==> src/rtl/nic_pe_port.sv <==
// Processor-side network interface: a one-packet output buffer feeding the router PE input,
// and a one-packet input buffer filled from the router PE output, both behind a 2-bit register map.
module nic_pe_port #(
    parameter int DATA_WIDTH = 64,
    parameter int VC_BIT     = 63
) (
    input  logic                  clk,
    input  logic                  reset,
    input  logic [1:0]            addr,
    input  logic [DATA_WIDTH-1:0] d_in,
    output logic [DATA_WIDTH-1:0] d_out,
    input  logic                  nicEn,
    input  logic                  nicWrEn,
    output logic                  net_so,
    input  logic                  net_ro,
    output logic [DATA_WIDTH-1:0] net_do,
    input  logic                  net_polarity,
    input  logic                  net_si,
    output logic                  net_ri,
    input  logic [DATA_WIDTH-1:0] net_di
);

    localparam logic [1:0] ADDR_IN_BUF     = 2'b00;
    localparam logic [1:0] ADDR_IN_STATUS  = 2'b01;
    localparam logic [1:0] ADDR_OUT_BUF    = 2'b10;
    localparam logic [1:0] ADDR_OUT_STATUS = 2'b11;

    logic [DATA_WIDTH-1:0] out_buf;
    logic [DATA_WIDTH-1:0] in_buf;
    logic                  out_full;
    logic                  in_full;

    logic proc_read;
    logic proc_write;
    logic send_now;
    logic recv_now;

    assign proc_read  = nicEn & ~nicWrEn;
    assign proc_write = nicEn & nicWrEn & (addr == ADDR_OUT_BUF) & ~out_full;

    // The router only accepts a packet whose virtual channel matches its current polarity.
    assign send_now = out_full & net_ro & (out_buf[VC_BIT] == net_polarity) & ~reset;
    assign recv_now = net_si & net_ri;

    assign net_so = send_now;
    assign net_do = out_buf;
    assign net_ri = ~in_full & ~reset;

    always_ff @(posedge clk) begin
        if (reset) begin
            out_buf  <= '0;
            out_full <= 1'b0;
        end else if (proc_write) begin
            out_buf  <= d_in;
            out_full <= 1'b1;
        end else if (send_now) begin
            out_full <= 1'b0;
        end
    end

    // Draining in_full on a data read is what opens net_ri again, one cycle later.
    always_ff @(posedge clk) begin
        if (reset) begin
            in_buf  <= '0;
            in_full <= 1'b0;
        end else if (proc_read && (addr == ADDR_IN_BUF) && in_full) begin
            in_full <= 1'b0;
        end else if (recv_now) begin
            in_buf  <= net_di;
            in_full <= 1'b1;
        end
    end

    always_ff @(posedge clk) begin
        if (reset) begin
            d_out <= '0;
        end else if (proc_read) begin
            case (addr)
                ADDR_IN_BUF:     d_out <= in_buf;
                ADDR_IN_STATUS:  d_out <= {{(DATA_WIDTH-1){1'b0}}, in_full};
                ADDR_OUT_STATUS: d_out <= {{(DATA_WIDTH-1){1'b0}}, out_full};
                default:         d_out <= '0;
            endcase
        end
    end

endmodule

==> config.mk <==
export PLATFORM = sky130hd
export DESIGN_NAME = nic_pe_port
export DESIGN_NICKNAME = d
export VERILOG_FILES = /design/src/rtl/nic_pe_port.sv
export SDC_FILE = /design/constraint.sdc
export NUM_CORES = 1
export LEC_CHECK = 0
export CAP_MARGIN = 20
export CORE_MARGIN = 2
export CORE_UTILIZATION = 30
export DETAILED_ROUTE_END_ITERATION = 8
export SLEW_MARGIN = 20
export SYNTH_ARGS = -nofsm -noshare
export SYNTH_HDL_FRONTEND = slang
export SYNTH_SLANG_ARGS = --single-unit
==> constraint.sdc <==
create_clock -name clk -period 3.9 [get_ports clk]
set_input_delay 0.39 -clock clk [delete_from_list [all_inputs] [get_ports clk]]
set_output_delay 0.39 -clock clk [all_outputs]
set_load 0.1 [all_outputs]
== Word level (Yosys, flattened, before mapping) ==
Cells that the tools add are included.

* Register bits after elaboration: 194
* Output and inout bits: 130
* Bits of input ports: 137
* Word-level logic and storage cells: 32

* Muxes and demuxes: 3
* Eq/ne operators: 4
* Bitwise gates (word level): 14
* Reductions and logical operators: 6

{| class="wikitable"
|+ Operator list
! kind !! number
|-
| one-hot mux 64 bit (3 select lines) || 1
|-
| AND 1 bit || 9
|-
| NOT 1 bit || 5
|-
| == test 2 bit, second input constant || 2
|-
| == test 2 x 1 -> 1 bit, second input constant || 1
|-
| logical AND 1 bit || 2
|-
| zero test 2 bit || 1
|-
| 2-to-1 mux 1 bit || 2
|-
| AND reduction 2 bit || 1
|-
| nonzero test 2 bit || 1
|-
| OR reduction 2 bit || 1
|-
| == test 1 bit || 1
|}

== Longest topological paths before layout ==
Gate-level depths: netlist of run 1.

* Depth after elaboration: 6
* Mapped depth: 6
* Depth with buffers taken out: 3

== Least setup slack after synthesis of run 1 ==
No wires, ideal clock.

* Path kind: register -> output
* From: reg out_buf[63] (netlist: net_do[63])
* To: out net_so
* Slack: 0.095 ns
* Data required time: 3.510 ns
* Data arrival time: 3.415 ns
* Buffers on the path: 0
* Stages on the path, launching flop included: 3
* Path through: dfxtp_1 > xor2_1 > nor3b_1

* Longest elaborated chain between the ends: 3

{| class="wikitable"
|+ Ends and longest elaborated chain
! item !! line !! text
|-
| start: declaration || 28 || <nowiki>logic [DATA_WIDTH-1:0] out_buf;</nowiki>
|-
| start signal: assignment || 54 || <nowiki>out_buf <= d_in;</nowiki>
|-
| == test 1 bit || 42 || <nowiki>assign send_now = out_full & net_ro & (out_buf[VC_BIT] == net_polarity) & ~reset;</nowiki>
|-
| AND 1 bit (2 in a row) || 42 ||
|-
| end: declaration || 14 || <nowiki>output logic net_so,</nowiki>
|}

No other way between the ends.

== Worst setup path in the final report of run 1 ==
* From: reg out_buf[63] (netlist: net_do[63])
* To: out net_do[63]

{| class="wikitable"
|+ RTL lines
! item !! line !! text
|-
| end: declaration || 16 || <nowiki>output logic [DATA_WIDTH-1:0] net_do,</nowiki>
|}

No word-level cell between the ends.

==> flow_summary.ini, run 1 <==
[global_routing]
track_usage_pct = 15.0
antenna_found_initial = 0
overflow = 0
grt_pass1_vias = 5389
grt_start_max_net_pins = 256
grt_pass1_wl_um = 28900

[floorplan]
die-width_um = 156
start_util_pct = 30.7
die_area_um2 = 24500
placeableCoreArea_um2 = 22700
die_y_um = 156
rows = 55
ios = 267

[clock_tree]
post-cts-setup-buffer-count = 0
clk_pin_slew_ns = 0.08
cts_hold_buf = 0
h-tree-depth = 4
clock_path_buffers = 2
clock_latency_ns = 0.43
cts_buffers = 17
cts-root-buf = clkbuf_16
cts_resized = 0
clkSinkCount = 194
cts_tree = yes

[sta]
hold_ws_ns = 0.448
rsz0062_at_grt = no
fin_tns_setup_ns = 0
setup_viol = 0
hold_viol = 0
slew_headroom_pct = 27.4
final_max_slew_viol_count = 0
worst_pin_slew_ns = 1.09
final.period_utilization_pct = 60.8
skew_ns = 0.0126
fin_crit_ns = 2.37
finalWorstSetupSlack_ns = 1.53
fmax_ghz = 0.422

[status]
status = finished clean

[critical_path]
cp_slowest_cell = clkdlybuf4s50_1
worstSetupPathType = reg2out
cp_max_fo = 3
crit_path_end_kind = primary output
worst_setup_path_start_kind = flop
worst_ep_arrival_time_ns = 1.98
worstPathRequired_ns = 3.51
path_cells = clkdlybuf4s50_1
crit_family = buffers and inverters
cp_num_buf_inv = 1
cp.depth = 1
worstRegToRegCells = 3
max_stage_delay_ns = 1.16

[yosys]
synth_seq_area_share_pct = 55.7
netlist_top_cells_area = dfxtp_1, nand2_1, mux2i_1
ys_warn_count = 0
yosysTopAreaCellShare_pct = 55.7
ys_types = 26
syn_area_um2 = 6970
synth_edf_count = 0
syn-mean-instance-area_um2 = 9.68
synth_top_area_cell = dfxtp_1
syn_nets = 857
ys.flop_type = dfxtp_1
synthCells = 720
synth-async-reset-ratio_pct = 0
yosys-top-cells-count = nand2_1, dfxtp_1, mux2i_1, a32o_1, o21ai_1
yosys.cell_count.top_type = nand2_1
ys_ff_latch = 194

[run]
drv_cap = 0

[power]
p_leak_nw = 3.64
vdd_ir_drop_max_v = 0.000273
clkPwrFrac_pct = 39.9
pwr-share-comb_pct = 11.9
p_int_mw = 3.12
p_per_area_nw_per_um2 = 419
p_sw_mw = 1.20
p_sw_share_pct = 27.7
p_seq_share_pct = 48.2

[layout]
layout-drive-gt1-share_pct = 5.08
num_antenna_cells = 0
nets = 1089
fillers = 2203
fin_util_pct = 45.4
syn2layout_area_growth_pct = 47.8

[route]
drc = 0
routed_via_density = 4.66
drtIter0Drc = 433
vias = 5822
ant_nets = 0
wire_per_inst_um = 15.0
first_pass_iters = 4
routed_wl_um = 18700

[placed_design]
place_ws_ns = 1.49
place.gp.congestion = 0.698
numPortBuffers = 266
place_hpwl_um = 12300

[worst_hold_path]
hold_class = reg2reg
whs_path_depth = 2
-- metrics by stage --
stage / power (mW) / instances / instance area (um^2)
6_report: 4.31 / 1250 / 10300
5_1_grt: 4.51 / 1250 / 10300
4_1_cts: 4.40 / 1250 / 10300
3_5_place_dp: 2.65 / 1218 / 9710
3_3_place_gp: 2.64 / 1218 / 9710
2_1_floorplan: 2.43 / 720 / 6970
-- layer usage --
layer / GRT usage, % / share of wire (%)
met1: 18.7 / 44
met2: 23.3 / 44
met3: 7.09 / 11
met4: 4.06 / 0.82
met5: 0 / 0
-- flip-flops by register name (all words and copies together), names as in the netlist --
| name | cells |
|---|---|
| d_out | 64 |
| in_buf | 64 |
| in_full | 1 |
| net_do | 64 |
| out_full | 1 |
-- power groups by stage --
stage	sequential (mW)	combinational [mW]	clock, mW
floorplan	2.26	0.171	0
global placement	2.12	0.517	0
detailed placement	2.13	0.519	0
CTS	2.08	0.521	1.80
global route	2.09	0.552	1.87
finish	2.08	0.514	1.72
-- final timing paths --
| path | slack [ns] | to | from |
|---|---|---|---|
| setup / recovery | 1.53 | net_do[63] | net_do[63] |
| hold reg to reg | 0.45 | in_buf[53] | in_buf[53] |
| setup reg to reg | 2.36 | in_buf[0] | in_full |
| hold / removal | 0.45 | in_buf[53] | in_buf[53] |
-- area by class of cell --
cell class	instances	area [um^2]	share of cell area, %
clock buffer	17	425	4.13
clock inverter	15	164	1.59
inverter	1	8.76	0.0850
multi-input combinational	462	2700	26.2
sequential	194	3880	37.7
tap	285	357	3.46
timing repair buffer	276	2770	26.9
-- cells in the final DEF (no fill, tap or decap), types with 2 or more instances in the layout --
cell type	n
inv_6	4
clkbuf_16	17
nor2_1	2
o21ai_1	33
buf_4	9
a32o_1	63
nand2b_1	2
dfxtp_1	194
buf_12	3
inv_8	4
clkinvlp_4	3
nand2_1	254
mux2i_1	65
o21ai_0	30
clkinv_8	4
clkdlybuf4s50_1	264
-- cell families (layout without fill, tap and decap cells) --
group,after synthesis,in the layout,share of synthesized area [%]
AND/OR/NAND/NOR,266,266,14.8
flip-flops,194,194,55.7
AO/OA/AOI/OAI,129,129,13.9
multiplexers,66,66,9.50
buffers and inverters,64,309,5.89
XOR/XNOR,1,1,0.126
No activity file was read; power rests on OpenSTA's default activity.
==> run 2: changes to the inputs <==
==> constraint.sdc (replaced) <==
create_clock -name clk -period 2 [get_ports clk]
set_input_delay 0.2 -clock clk [delete_from_list [all_inputs] [get_ports clk]]
set_output_delay 0.2 -clock clk [all_outputs]
set_load 0.1 [all_outputs]
==> flow_summary.ini, run 2 (synthesized netlist as in run 1, its figures left out) <==
[sta]
final_max_slew_viol_count = 0
setup_viol = 0
slew_headroom_pct = 74.9
final.period_utilization_pct = 89.8
hold_viol = 0
skew_ns = 0.0117
fin_crit_ns = 1.80
fin_tns_setup_ns = 0
fmax_ghz = 0.557
rsz0062_at_grt = no
worst_pin_slew_ns = 0.376

[global_routing]
grt_pass1_vias = 5420
grt_pass1_wl_um = 28500
track_usage_pct = 14.8
antenna_found_initial = 1
overflow = 0
grt_start_max_net_pins = 81

[floorplan]
die_y_um = 156
placeableCoreArea_um2 = 22700
start_util_pct = 30.7
rows = 55
ios = 267
die-width_um = 156
die_area_um2 = 24500

[layout]
finalNonFillerCells = 1262
layout_common_cells = nand2_1, dfxtp_1, clkdlybuf4s50_1, buf_4, mux2i_1
syn2layout_area_growth_pct = 47.3
layout-drive-gt1-share_pct = 19.4
nets = 1099
final_common_cell = nand2_1

[critical_path]
path_cells = clkdlybuf4s50_1 > nand2b_1 > nor3b_4 > buf_12
crit_path_end_kind = primary output
worst_setup_path_start_kind = primary input
cp_slowest_cell = clkdlybuf4s50_1
crit_family = buffers and inverters
max_stage_delay_ns = 0.59
cp_max_fo = 7
worstSetupPathType = in2out
worst_ep_arrival_time_ns = 1.60
worstPathRequired_ns = 1.80
cp_num_buf_inv = 2

[route]
drtIter0Drc = 323
routed_wl_um = 18600
drc = 0
ant_nets = 0
wire_per_inst_um = 14.7
vias = 5826
routed_via_density = 4.62
first_pass_iters = 4

[placed_design]
numPortBuffers = 266
place_hpwl_um = 12900
dp_cells = 1228
place.gp.congestion = 0.724

[clock_tree]
clock_latency_ns = 0.43
post-cts-setup-buffer-count = 0
clk_pin_slew_ns = 0.08
clock_path_buffers = 2
clkSinkCount = 194
cts_hold_buf = 0
cts_buffers = 17
h-tree-depth = 4
cts_tree = yes
cts_resized = 0
cts-root-buf = clkbuf_16

[power]
p_seq_share_pct = 46.8
p_leak_nw = 4.02
pwr-share-comb_pct = 12.0
clkPwrFrac_pct = 41.2
p_sw_share_pct = 27.8
vdd_ir_drop_max_v = 0.000524
p_sw_mw = 2.40
p_per_area_nw_per_um2 = 844
p_int_mw = 6.26

[run]
drv_cap = 0

[worst_hold_path]
hold_class = in2reg

[status]
status = finished clean
## run 2: power by group through the flow
stage | registers [mW] | clock network (mW) | logic [mW]
after floorplan | 4.41 | 0 | 0.336
after global placement | 4.14 | 0 | 1.04
after detailed placement | 4.15 | 0 | 1.05
after CTS | 4.06 | 3.70 | 1.05
after global routing | 4.07 | 3.84 | 1.11
final | 4.05 | 3.57 | 1.04
## run 2: metrics by stage
stage                     hold slack [ns]  power [mW]  util [%]  cell area (um^2)  setup slack [ns]
after floorplan                     0.273        4.74         -              6980             0.165
after global placement              0.438        5.18      42.4              9620             0.196
after detailed placement            0.443        5.19      42.4              9620             0.172
after CTS                           0.271        8.81      45.2             10300             0.174
after global routing                0.301        9.02      45.2             10300             0.110
final                               0.300        8.66      45.2             10300             0.204
## run 2: worst min-delay path, stage by stage
cell and delay (ns):
clkdlybuf4s50_1 0.39, nand2_1 0.05, o21ai_1 0.05
## run 2: final timing paths
kind / from / to / slack, ns / cells after the start
worst min-delay path: net_di[37] / in_buf[37] / 0.30 / 3
worst min register to register: in_buf[63] / in_buf[63] / 0.45 / 2
worst max-delay path: reset / net_so / 0.20 / 4
worst max register to register: in_full / in_buf[0] / 0.69 / 3
## run 2: per-layer routing
metal	routed length (um)	GRT usage, %	up-vias
li1	-	-	2960
met1	8450	18.5	2670
met2	8200	23.2	190
met3	1790	6.26	6
met4	119	4.37	0
met5	0	0	-
## run 2: final cells by class
type,instances,area (um^2)
Antenna cell,2,5.00
Multi-Input combinational cell,462,2710
Timing Repair Buffer,286,2660
Clock inverter,15,211
Tap cell,285,357
Sequential cell,194,3890
Inverter,1,8.76
Fill cell,2217,12400
Clock buffer,17,425
==> RTL edit 1, RTL diff (config.mk and constraints of run 2) <==
Change the parameter `DATA_WIDTH` from 64 to 68.
--- a/src/rtl/nic_pe_port.sv
+++ b/src/rtl/nic_pe_port.sv
@@ -3,3 +3,3 @@
 module nic_pe_port #(
-    parameter int DATA_WIDTH = 64,
+    parameter int DATA_WIDTH = 68,
     parameter int VC_BIT     = 63
Ports: changed (resized d_in, d_out, net_di and net_do); port bits go from 267 to 283. No check against the original RTL was run, so the function may have changed too.
==> RTL edit 1 against run 2 <==
Area after synthesis rose by 5.4%; sequential power rose by 6.4%; design area rose by 6.3%; sequential share of layout area barely moved; power rose by 9.2%; sequential cell count rose by 12; non-clock buffer count rose by 11; wire length rose by 9.0%; setup slack got worse by 88 ps; die area rose by 5.2%; critical path depth fell by 1; core utilization fell by 0.084 points.
==> RTL edit 1: results (changes against run 2) <==
{| class="wikitable"
! Metric !! Value
|-
| Outcome || complete, no violations (unchanged)
|-
| IO Port Bufs || 282 (was 266)
|-
| Detail-routed via count per cell || 4.58 (was 4.62)
|-
| Total half-perimeter wirelength after legalization and detailed placement || 13.5 mm (was 12.9 mm)
|-
| GRT Total Usage || 15.1% (was 14.8%)
|-
| Worst slew slack as a fraction of its limit || 58.8% (was 74.9%)
|-
| Post-CTS resize count || 0 (unchanged)
|-
| Dpl cells || 1,318 (was 1,228)
|-
| H-tree lvl count || 1 (was 4)
|-
| Post-Syn Nets || 908 (was 857)
|-
| Sequential area share after synthesis || 56.1% (was 55.7%)
|-
| Clock buffer count from CTS || 23 (was 17)
|-
| Maximum buffer depth of the clock tree || 3 (was 2)
|-
| Via count || 6,205 (was 5,826)
|-
| Pin count of the biggest net entering global routing || 140 (was 81)
|-
| Final RePlAce weighted congestion || 0.756 (was 0.724)
|-
| Cell types with the highest counts after synthesis || 270 x nand2_1, 206 x dfxtp_1, 69 x mux2i_1 (was 254 x nand2_1, 194 x dfxtp_1, 65 x mux2i_1)
|-
| CP arrival || 1680 ps (was 1600 ps)
|-
| Max Fanout on Critical Path || 3 (was 7)
|-
| First-pass GRT wire length || 31.9 mm (was 28.5 mm)
|-
| Synth Area per Inst || 9.63 um^2 (was 9.68 um^2)
|-
| Fraction of layout instances using a drive strength above 1 || 18.9% (was 19.4%)
|-
| Worst clock skew || 9.40 ps (was 11.7 ps)
|-
| First-iteration detailed-routing DRC count || 444 (was 323)
|-
| Number of diodes || 0 (was 2)
|-
| Leak Pwr || 4.26 nW (was 4.02 nW)
|-
| Clk slew on worst S/H paths || 60 ps (was 80 ps)
|-
| Skew-Pair Late Insertion Delay || 500 ps (was 430 ps)
|-
| Post-layout nets || 1,164 (was 1,099)
|-
| Fill cell instance count of the final layout || 2,345 (was 2,217)
|-
| Wire length per cell after detailed routing || 14.9 um (was 14.7 um)
|-
| Leading post-synthesis cells by cell area || dfxtp_1 56%, nand2_1 14%, mux2i_1 9.4% (was dfxtp_1 56%, nand2_1 14%, mux2i_1 9.3%)
|-
| Clk Tree Root Cell || clkbuf_16 (unchanged)
|-
| Worst VDD drop || 0.472 mV (was 0.524 mV)
|-
| Sw power || 2.33 mW (was 2.40 mW)
|-
| Number of global-route vias before repair || 5,952 (was 5,420)
|}
-- RTL edit 1: cell count changes in the layout (fill, tap and decap cells not counted), sizes merged --
| cell | run 2 | this run |
|---|---|---|
| clkdlybuf4s50 | 136 | 144 |
| clkbuf | 17 | 33 |
| a32o | 63 | 67 |
| clkinvlp | 1 | 0 |
| diode | 2 | 0 |
| mux2i | 65 | 69 |
| o21ai | 63 | 67 |
| inv | 7 | 2 |
| dfxtp | 194 | 206 |
| nand2 | 254 | 270 |
| clkinv | 7 | 3 |
| buf | 150 | 153 |
-- RTL edit 1: final cells by class --
cell class                 count  area [um^2]  area share, %
inverter                       1         11.3          0.103
timing repair buffer         297         2770           25.4
multi-input combinational    490         2870           26.3
sequential                   206         4130           37.8
tap                          324          405           3.72
clock buffer                  33          673           6.17
clock inverter                 5         51.3          0.470
-- RTL edit 1: worst max-delay path, stage by stage (launching register included) --
cell and delay [ps]:
dfxtp_1 450, nand2b_1 220, nor3b_4 300, buf_12 210
-- RTL edit 1: cells by family after synthesis --
group	after synthesis	share of synthesized area (%)
DFF	206	56.1
buffers and inverters	67	4.97
and+or+nand+nor	282	15.1
muxes	70	9.56
xor gates and xnor gates	1	0.119
AOI/OAI and AO/OA	137	14.1
-- RTL edit 1: path summary, 6_finish.rpt --
check,from,endpoint,slack (ps)
worst min-delay path,net_di[26],in_buf[26],250
worst max-delay path,out_full,net_so,120
worst max register to register,in_full,in_buf[56],660
worst min register to register,in_buf[48],in_buf[48],450
-- RTL edit 1: power by group through the flow --
| stage | registers, mW | logic, mW | clock network, mW |
|---|---|---|---|
| 6_report | 4.31 | 1.08 | 4.06 |
| 3_3_place_gp | 4.40 | 1.09 | 0 |
| 2_1_floorplan | 4.68 | 0.344 | 0 |
| 4_1_cts | 4.31 | 1.10 | 4.21 |
| 5_1_grt | 4.33 | 1.16 | 4.38 |
| 3_5_place_dp | 4.40 | 1.09 | 0 |
-- RTL edit 1: metal layers --
metal | vias to the layer above | routed length [um] | GRT usage, % | part of all wire, %
met2 | 225 | 8670 | 23.3 | 43
li1 | 3129 | - | - | -
met1 | 2819 | 9080 | 20.0 | 45
met4 | 2 | 343 | 3.73 | 1.7
met3 | 30 | 2140 | 5.66 | 11
met5 | - | 13 | 0 | 0.064
-- RTL edit 1: per-stage QoR --
step | setup WS (ps) | hold slack, ps | area (um^2) | power [mW] | utilization (%)
final | 116 | 248 | 10900 | 9.46 | 45.1
after global placement | 205 | 438 | 10200 | 5.49 | 42.1
after global routing | 27.4 | 234 | 10900 | 9.87 | 45.1
after floorplan | 165 | 273 | 7360 | 5.03 | -
after detailed placement | 150 | 442 | 10200 | 5.49 | 42.1
after CTS | 66.9 | 220 | 10900 | 9.62 | 45.1
==> RTL edit 2, RTL diff (settings of run 2) <==
Made on the original files. Reset style: asynchronous (`reset`), changed in 3 clocked blocks.
--- a/src/rtl/nic_pe_port.sv
+++ b/src/rtl/nic_pe_port.sv
@@ -48,3 +48,3 @@
 
-    always_ff @(posedge clk) begin
+    always_ff @(posedge clk or posedge reset) begin
         if (reset) begin
@@ -61,3 +61,3 @@
     // Draining in_full on a data read is what opens net_ri again, one cycle later.
-    always_ff @(posedge clk) begin
+    always_ff @(posedge clk or posedge reset) begin
         if (reset) begin
@@ -73,3 +73,3 @@
 
-    always_ff @(posedge clk) begin
+    always_ff @(posedge clk or posedge reset) begin
         if (reset) begin
Function: differs if reset is asserted again (counterexample within 4 cycles, from zero or initial values and one cycle with reset high); with reset held inactive, the same outputs for 4 cycles.
==> RTL edit 2 against run 2 <==
Sequential share of layout area increased by 7.5 points; hold slack worse by 95 ps; wire length down 3.7%; first-iteration DRC count is 38% lower; highest routed layer unchanged; via count shrank 20%; design area up 4.3%; area after synthesis grew 5.1%; sequential cell count did not move; setup slack better by 160 ps.
Power is not shown: default switching activity piles up to over one toggle a cycle in this logic, so the estimate is an artifact.
==> RTL edit 2: results (changes against run 2) <==
{| class="wikitable"
! Metric !! Value
|-
| End of the worst register-to-register path || in_buf[55] (was in_buf[0])
|-
| Reg-to-Reg Start || in_full (unchanged)
|-
| Worst-case hold slack || 205 ps (was 300 ps)
|-
| Footprint of the multi-input gates || 2300 um^2 (was 2710 um^2)
|-
| Fraction of layout instances using a drive strength above 1 || 43.2% (was 19.4%)
|-
| Metal2 WL || 8.61 mm (was 8.20 mm)
|-
| Pin count of the biggest net entering global routing || 84 (was 81)
|-
| Hold/Removal Path Class || in2async (was in2reg)
|-
| Async set-or-reset flop fraction in the synthesized netlist || 100% (was 0%)
|-
| Sequential area share after synthesis || 66.3% (was 55.7%)
|-
| Post-layout nets || 839 (was 1,099)
|-
| Post-Syn Nets || 568 (was 857)
|-
| Placed Instance Area || 10,100 um^2 (was 9620 um^2)
|-
| First-pass GRT wire length || 28.5 mm (about the same)
|-
| Met2 global-route usage || 22.9% (was 23.2%)
|-
| Outcome || complete, no violations (unchanged)
|-
| Final cell count without fillers || 1,039 (was 1,262)
|-
| Number of diodes || 0 (was 2)
|-
| Routed met3 length || 1.16 mm (was 1.79 mm)
|-
| Slew at the pin closest to its max-slew limit || 779 ps (was 376 ps)
|-
| Final RePlAce weighted congestion || 0.820 (was 0.724)
|-
| Worst clock skew || 11.5 ps (was 11.7 ps)
|-
| Synth Area per Inst || 17.0 um^2 (was 9.68 um^2)
|-
| First-iteration detailed-routing DRC count || 200 (was 323)
|-
| Number of cells traversed by the worst register-to-register path || 4 (was 3)
|-
| Met1 Routed Length || 7.73 mm (was 8.45 mm)
|-
| Number of global-route vias before repair || 5,107 (was 5,420)
|-
| Distinct cell type count after synthesis || 22 (was 26)
|-
| Total detailed-routing wirelength || 17.9 mm (was 18.6 mm)
|-
| Fill cell instance count of the final layout || 2,148 (was 2,217)
|-
| CP arrival || 1440 ps (was 1600 ps)
|-
| Worst slack at placement || 145 ps (was 172 ps)
|-
| Worst setup path startpoint || net_do[63] (was reset)
|-
| Detail-routed via count per cell || 4.48 (was 4.62)
|-
| Total half-perimeter wirelength after legalization and detailed placement || 12.7 mm (was 12.9 mm)
|}
-- RTL edit 2: area by class of cell --
cell class,count,area share (%)
inverter,4,0.175
multi-input combinational,206,21.5
clock inverter,14,1.53
tap,324,3.79
clock buffer,18,4.01
sequential,194,45.3
timing repair buffer,279,23.7
-- RTL edit 2: cells by family (layout without fill, tap and decap cells) --
group | Yosys count | after routing | synth area share [%]
AO/OA/AOI/OAI | 67 | 67 | 7.89
XOR/XNOR | 1 | 1 | 0.120
buffers and inverters | 31 | 315 | 2.63
flip-flops | 194 | 194 | 66.3
multiplexers | 129 | 129 | 22.3
AND/OR/NAND/NOR | 9 | 9 | 0.752
-- RTL edit 2: critical path, cell delays in order (launching register included) --
cell	delay [ps]
dfrtp_1	400
xor2_1	180
nor3_4	230
buf_12	200
